File: src/rtl/bcd_timer_counter_pkg.sv
// Shared definitions for the BCD timer counter: step modes and digit width.
package bcd_timer_counter_pkg;

  localparam int DIGIT_W = 4;

  typedef enum logic [1:0] {
    MODE_HOLD = 2'd0,
    MODE_UP   = 2'd1,
    MODE_DOWN = 2'd2,
    MODE_LOAD = 2'd3
  } mode_e;

endpackage

File: src/rtl/bcd_digit_cell.sv
// One BCD digit with a programmable modulus: increments or decrements and
// reports when it wraps so the next digit can ripple in the same cycle.
module bcd_digit_cell
  import bcd_timer_counter_pkg::*;
(
  input  logic [DIGIT_W-1:0] i_value,
  input  logic [DIGIT_W-1:0] i_modulus,
  input  logic               i_inc,
  input  logic               i_dec,
  output logic [DIGIT_W-1:0] o_next,
  output logic               o_carry,
  output logic               o_borrow
);

  logic [DIGIT_W-1:0] w_top;

  assign w_top    = i_modulus - DIGIT_W'(1);
  assign o_carry  = i_inc && (i_value == w_top);
  assign o_borrow = i_dec && (i_value == '0);

  always_comb begin
    // NOTE: o_next is given a value on every path so no latch is inferred.
    o_next = i_value;
    if (i_inc) begin
      o_next = o_carry ? '0 : i_value + DIGIT_W'(1);
    end else if (i_dec) begin
      o_next = o_borrow ? w_top : i_value - DIGIT_W'(1);
    end
  end

endmodule

File: src/rtl/bcd_timer_counter.sv
// Multi-digit BCD up/down timer with per-digit modulus, wrap or saturate at
// the limits, rollover/borrow pulses and a sticky down-count expiry alarm.
module bcd_timer_counter
  import bcd_timer_counter_pkg::*;
#(
  parameter int                           NUM_DIGITS = 4,
  parameter logic [4*NUM_DIGITS-1:0]      DIGIT_MOD  = {4'd10, 4'd6, 4'd10, 4'd10},
  parameter bit                           WRAP_EN    = 1'b1
) (
  input  logic                    clk_1Hz,
  input  logic                    reset,
  input  logic                    clear,
  input  logic [1:0]              mode,
  input  logic [4*NUM_DIGITS-1:0] load_val,
  output logic [4*NUM_DIGITS-1:0] digits,
  output logic                    carry,
  output logic                    borrow,
  output logic                    at_zero,
  output logic                    alarm
);

  localparam int W = DIGIT_W * NUM_DIGITS;

  mode_e           w_mode;
  logic [NUM_DIGITS:0] w_inc;
  logic [NUM_DIGITS:0] w_dec;
  logic [W-1:0]    w_step;
  logic [W-1:0]    w_clamped;
  logic [W-1:0]    w_next;
  logic            w_carry_next;
  logic            w_borrow_next;
  logic            w_alarm_next;

  logic [W-1:0]    r_digits;
  logic            r_carry;
  logic            r_borrow;
  logic            r_at_zero;
  logic            r_alarm;

  assign w_mode   = mode_e'(mode);
  assign w_inc[0] = (w_mode == MODE_UP);
  assign w_dec[0] = (w_mode == MODE_DOWN);

  // Carry/borrow out of the top digit means the whole count sat at its limit.
  for (genvar g = 0; g < NUM_DIGITS; g++) begin : g_digit
    logic [DIGIT_W-1:0] w_ld;
    logic [DIGIT_W-1:0] w_top;

    assign w_ld  = load_val[g*DIGIT_W +: DIGIT_W];
    assign w_top = DIGIT_MOD[g*DIGIT_W +: DIGIT_W] - DIGIT_W'(1);
    assign w_clamped[g*DIGIT_W +: DIGIT_W] = (w_ld > w_top) ? w_top : w_ld;

    bcd_digit_cell u_cell (
      .i_value   (r_digits[g*DIGIT_W +: DIGIT_W]),
      .i_modulus (DIGIT_MOD[g*DIGIT_W +: DIGIT_W]),
      .i_inc     (w_inc[g]),
      .i_dec     (w_dec[g]),
      .o_next    (w_step[g*DIGIT_W +: DIGIT_W]),
      .o_carry   (w_inc[g+1]),
      .o_borrow  (w_dec[g+1])
    );
  end

  always_comb begin
    w_next        = r_digits;
    w_carry_next  = 1'b0;
    w_borrow_next = 1'b0;
    w_alarm_next  = r_alarm;
    unique case (w_mode)
      MODE_HOLD: ;
      MODE_UP: begin
        if (!w_inc[NUM_DIGITS] || WRAP_EN) w_next = w_step;
        w_carry_next = w_inc[NUM_DIGITS] && WRAP_EN;
      end
      MODE_DOWN: begin
        if (!w_dec[NUM_DIGITS] || WRAP_EN) w_next = w_step;
        w_borrow_next = w_dec[NUM_DIGITS] && WRAP_EN;
        // Expiry: either this step lands on zero or it tried to go below zero.
        if (w_dec[NUM_DIGITS] || (w_step == '0)) w_alarm_next = 1'b1;
      end
      MODE_LOAD: begin
        w_next       = w_clamped;
        w_alarm_next = 1'b0;
      end
      default: ;
    endcase
  end

  // NOTE: sequential state uses non-blocking assignments so every register
  // samples the pre-edge values of the others.
  always_ff @(posedge clk_1Hz or posedge reset) begin
    if (reset) begin
      r_digits  <= '0;
      r_carry   <= 1'b0;
      r_borrow  <= 1'b0;
      r_at_zero <= 1'b1;
      r_alarm   <= 1'b0;
    end else if (clear) begin
      r_digits  <= '0;
      r_carry   <= 1'b0;
      r_borrow  <= 1'b0;
      r_at_zero <= 1'b1;
      r_alarm   <= 1'b0;
    end else begin
      r_digits  <= w_next;
      r_carry   <= w_carry_next;
      r_borrow  <= w_borrow_next;
      r_at_zero <= (w_next == '0);
      r_alarm   <= w_alarm_next;
    end
  end

  assign digits  = r_digits;
  assign carry   = r_carry;
  assign borrow  = r_borrow;
  assign at_zero = r_at_zero;
  assign alarm   = r_alarm;

endmodule

File: config.mk
export PLATFORM = sky130hd
export DESIGN_NAME = bcd_timer_counter
export DESIGN_NICKNAME = d
export VERILOG_FILES = /design/src/rtl/bcd_timer_counter_pkg.sv /design/src/rtl/bcd_digit_cell.sv /design/src/rtl/bcd_timer_counter.sv
export SDC_FILE = /design/constraint.sdc
export NUM_CORES = 1
export LEC_CHECK = 0
export CORE_MARGIN = 2
export CORE_UTILIZATION = 59
export CTS_BUF_LIST = sky130_fd_sc_hd__clkbuf_4
export DETAILED_ROUTE_END_ITERATION = 10
export PLACE_DENSITY = 0.87
export SLEW_MARGIN = 10
export SYNTH_ARGS = -nofsm -noshare
export SYNTH_HDL_FRONTEND = slang
export SYNTH_SLANG_ARGS = --single-unit
File: constraint.sdc
create_clock -name clk_1Hz -period 5.4 [get_ports clk_1Hz]
set_input_delay 1.08 -clock clk_1Hz [delete_from_list [all_inputs] [get_ports clk_1Hz]]
set_output_delay 1.08 -clock clk_1Hz [all_outputs]
set_load 0.02 [all_outputs]
==> flow_metrics.tcl <==
set metrics [dict create \
    run_status "finished, final reports clean" \
    syn-num-nets 332 \
    clk_latency_ns 0.32 \
    n_fill_cell 312 \
    grt_usage 0.290 \
    hold_class "flip-flop to flip-flop" \
    skew_ns 0.0188 \
    seq_area_frac_synth 0.226 \
    intPower_w 0.000274 \
    p_sw_w 0.000174 \
    period_minus_slack_ns 3.74 \
    dpl_cell_area_um2 2590 \
    routed_wl_um 5960 \
    layout.nets 359 \
    seq_area_um2 502 \
    antenna_left 0 \
    tns_ns 0 \
    syn_area_um2 2220 \
    die_w_um 65.3 \
    drt-pass1-iter-count 5 \
    synth_area_leader_cell "dfrtp_1" \
    first_global_vias 2054 \
    synth.top_cell.area_share 0.214 \
    postCtsResizedCells 0 \
    crit_fanout 11 \
    power_density_nw_per_um2 171 \
    crit_type "input pin to flip-flop" \
    power_leakage_nw 1.11 \
    fp.coreArea_um2 3630 \
    yosysWarnings 0 \
    slew_violations 0 \
    initial_core_util 0.611 \
    post-dp-hpwl_um 4460 \
    cts_setup_buffers 0 \
    fmax_mhz 267 \
    syn_area_per_cell_um2 7.63 \
    startpoint_type "input pin" \
    power.share.clock 0.185 \
    cp.required_ns 5.64 \
    grt_max_degree 22 \
    finalCritPeriodShare 0.693 \
    path_clk_slew_ns 0.13 \
    numPlacedInstances 361 \
    h-tree-depth 1 \
    finalSetupViolations 0 \
    p_sw_frac 0.388 \
    final_area_um2 2620 \
    synthCells 291 \
    grt_pass1_wl_um 9680 \
    maxCapViolations 0 \
    ys.flop_type "dfrtp_1" \
    stdcell_count 365 \
    rows 22 \
    die_area_um2 4270 \
    rsz0062_at_grt "false" \
    tightest_slew_ns 0.772 \
    area_growth_syn_to_layout_pct 17.9 \
    ys_async_sr_fraction 1.00 \
    final_hold_viol_count 0 \
    pwr-share-seq 0.398 \
    cts.path.max_buffers 2 \
    vias 2339 \
    cts_tree "built" \
    drtIter0Drc 181 \
    post-route-util 0.720 \
    synth_edf_count 0 \
    arrival_ns 3.98 \
    gp_congestion 0.977 \
    multi_input_area_um2 1550 \
    cts_inserted_buffers 3 \
    boundaryPins 41 \
    die_height_um 65.3 \
    wire_per_inst_um 16.3 \
    viasPerCell 6.41 \
    peakVddDrop_mv 0.121 \
    drive_above_1_share 0.0536 \
    combPwrFrac 0.417 \
    antenna_found_initial 0 \
    holdBufCountCts 0 \
    ys_types 63 \
    cts_sinks 20 \
    synth_seq_cells 20 \
    end_kind "flip-flop" \
    overflow 0 \
    max_slew_margin 0.485 \
    cts-root-buf "clkbuf_4" \
    synth.area.top_cells "dfrtp_1, ha_1, nor2_1, a21oi_1, o21ai_0" \
    portBuffers 40 \
    n_antenna_cell 0 \
    drc 0 \
]
[worst paths after layout]
kind,startpoint,endpoint,slack (ns),cells after the start
max reg2reg,digits[0],alarm,2.49,10
min,alarm,alarm,0.65,2
min reg2reg,alarm,alarm,0.65,2
max,mode[1],alarm,1.66,11
max in group asynchronous,reset,digits[0],3.71,2
min in group asynchronous,reset,alarm,1.19,2
[registers in the layout, summed over array words and instances (netlist names)]
signal,count
borrow,1
alarm,1
digits,16
at_zero,1
carry,1
[critical path, stage by stage]
cell             delay, ns
clkdlybuf4s50_1       0.45
inv_1                 0.11
ha_1                  0.41
nand4b_4              0.25
or3_1                 0.58
a21oi_1               0.18
a31oi_1               0.06
nor2_2                0.13
and4bb_1              0.21
or3_1                 0.34
a31oi_1               0.18
[through the flow]
| step | worst slack, ns | hold WS, ns | total power, W |
|---|---|---|---|
| after floorplan | 2.32 | 0.650 | 0.000301 |
| after global placement | 1.44 | 0.599 | 0.000362 |
| after detailed placement | 1.35 | 0.624 | 0.000363 |
| after CTS | 1.68 | 0.645 | 0.000445 |
| after global routing | 1.41 | 0.677 | 0.000473 |
| final | 1.66 | 0.654 | 0.000448 |
[cell usage after synthesis, drive strengths merged (2+ instances only)]
| cell type | number |
|---|---|
| a211oi | 3 |
| buf | 9 |
| a32oi | 2 |
| inv | 20 |
| nor2b | 8 |
| o21a | 3 |
| a21o | 3 |
| a2bb2oi | 2 |
| nor2 | 33 |
| nand4b | 2 |
| nand3b | 4 |
| nor3b | 2 |
| or3b | 2 |
| nor4 | 8 |
| nand4 | 2 |
| clkbuf | 9 |
| o2bb2ai | 2 |
| a21oi | 21 |
| a22oi | 2 |
| and4bb | 2 |
| ha | 20 |
| a211o | 2 |
| or3 | 3 |
| nand2 | 22 |
| o21ai | 20 |
| nand2b | 5 |
| nor3 | 9 |
| o311ai | 3 |
| xnor2 | 2 |
| dfrtp | 19 |
| nand3 | 11 |
| mux2i | 2 |
| a31oi | 5 |
| o211ai | 5 |
| o22ai | 2 |
| or2 | 2 |
| and3b | 2 |
| a221oi | 3 |
[area by class of cell]
cell class	instances	share of cell area
Timing Repair Buffer	40	0.153
Clock buffer	4	0.0115
Sequential cell	20	0.192
Tap cell	48	0.0230
Inverter	20	0.0287
Multi-Input combinational cell	233	0.592
[logic make-up after synthesis]
| family | after synthesis | share of synthesized area |
|---|---|---|
| DFF | 20 | 0.226 |
| xor gates and xnor gates | 3 | 0.0118 |
| muxes | 2 | 0.00902 |
| adders and majority gates | 20 | 0.113 |
| and+or+nand+nor | 122 | 0.311 |
| AOI/OAI and AO/OA | 86 | 0.254 |
| buffers and inverters | 38 | 0.0761 |
[placed cells by master (no fill, tap or decap), types with 4 or more instances in the layout]
cell type,n
clkdlybuf4s50_1,40
nor2_1,32
nand2_1,22
a21oi_1,21
inv_1,20
o21ai_0,20
ha_1,20
dfrtp_1,19
nand3_1,10
nor3_1,9
nor2b_1,8
nor4_1,8
nand2b_1,5
a31oi_1,5
o211ai_1,5
nand3b_1,4
clkbuf_4,4
[power by group through the flow]
stage / sequential [W] / clock, W / combinational [W]
after floorplan: 0.000181 / 0 / 0.000121
after global placement: 0.000180 / 0 / 0.000182
after detailed placement: 0.000181 / 0 / 0.000183
after CTS: 0.000178 / 0.0000834 / 0.000184
after global routing: 0.000180 / 0.0000888 / 0.000204
final: 0.000178 / 0.0000831 / 0.000187
[per-layer routing]
metal / share of wire / track usage / vias to the layer above / wire [um]
li1: - / - / 1115 / -
met4: 0.022 / 0.0990 / 0 / 131
met3: 0.079 / 0.0565 / 19 / 469
met2: 0.46 / 0.472 / 118 / 2760
met5: 0 / 0 / - / 0
met1: 0.44 / 0.384 / 1087 / 2600
(Power assumes the default switching activity.)
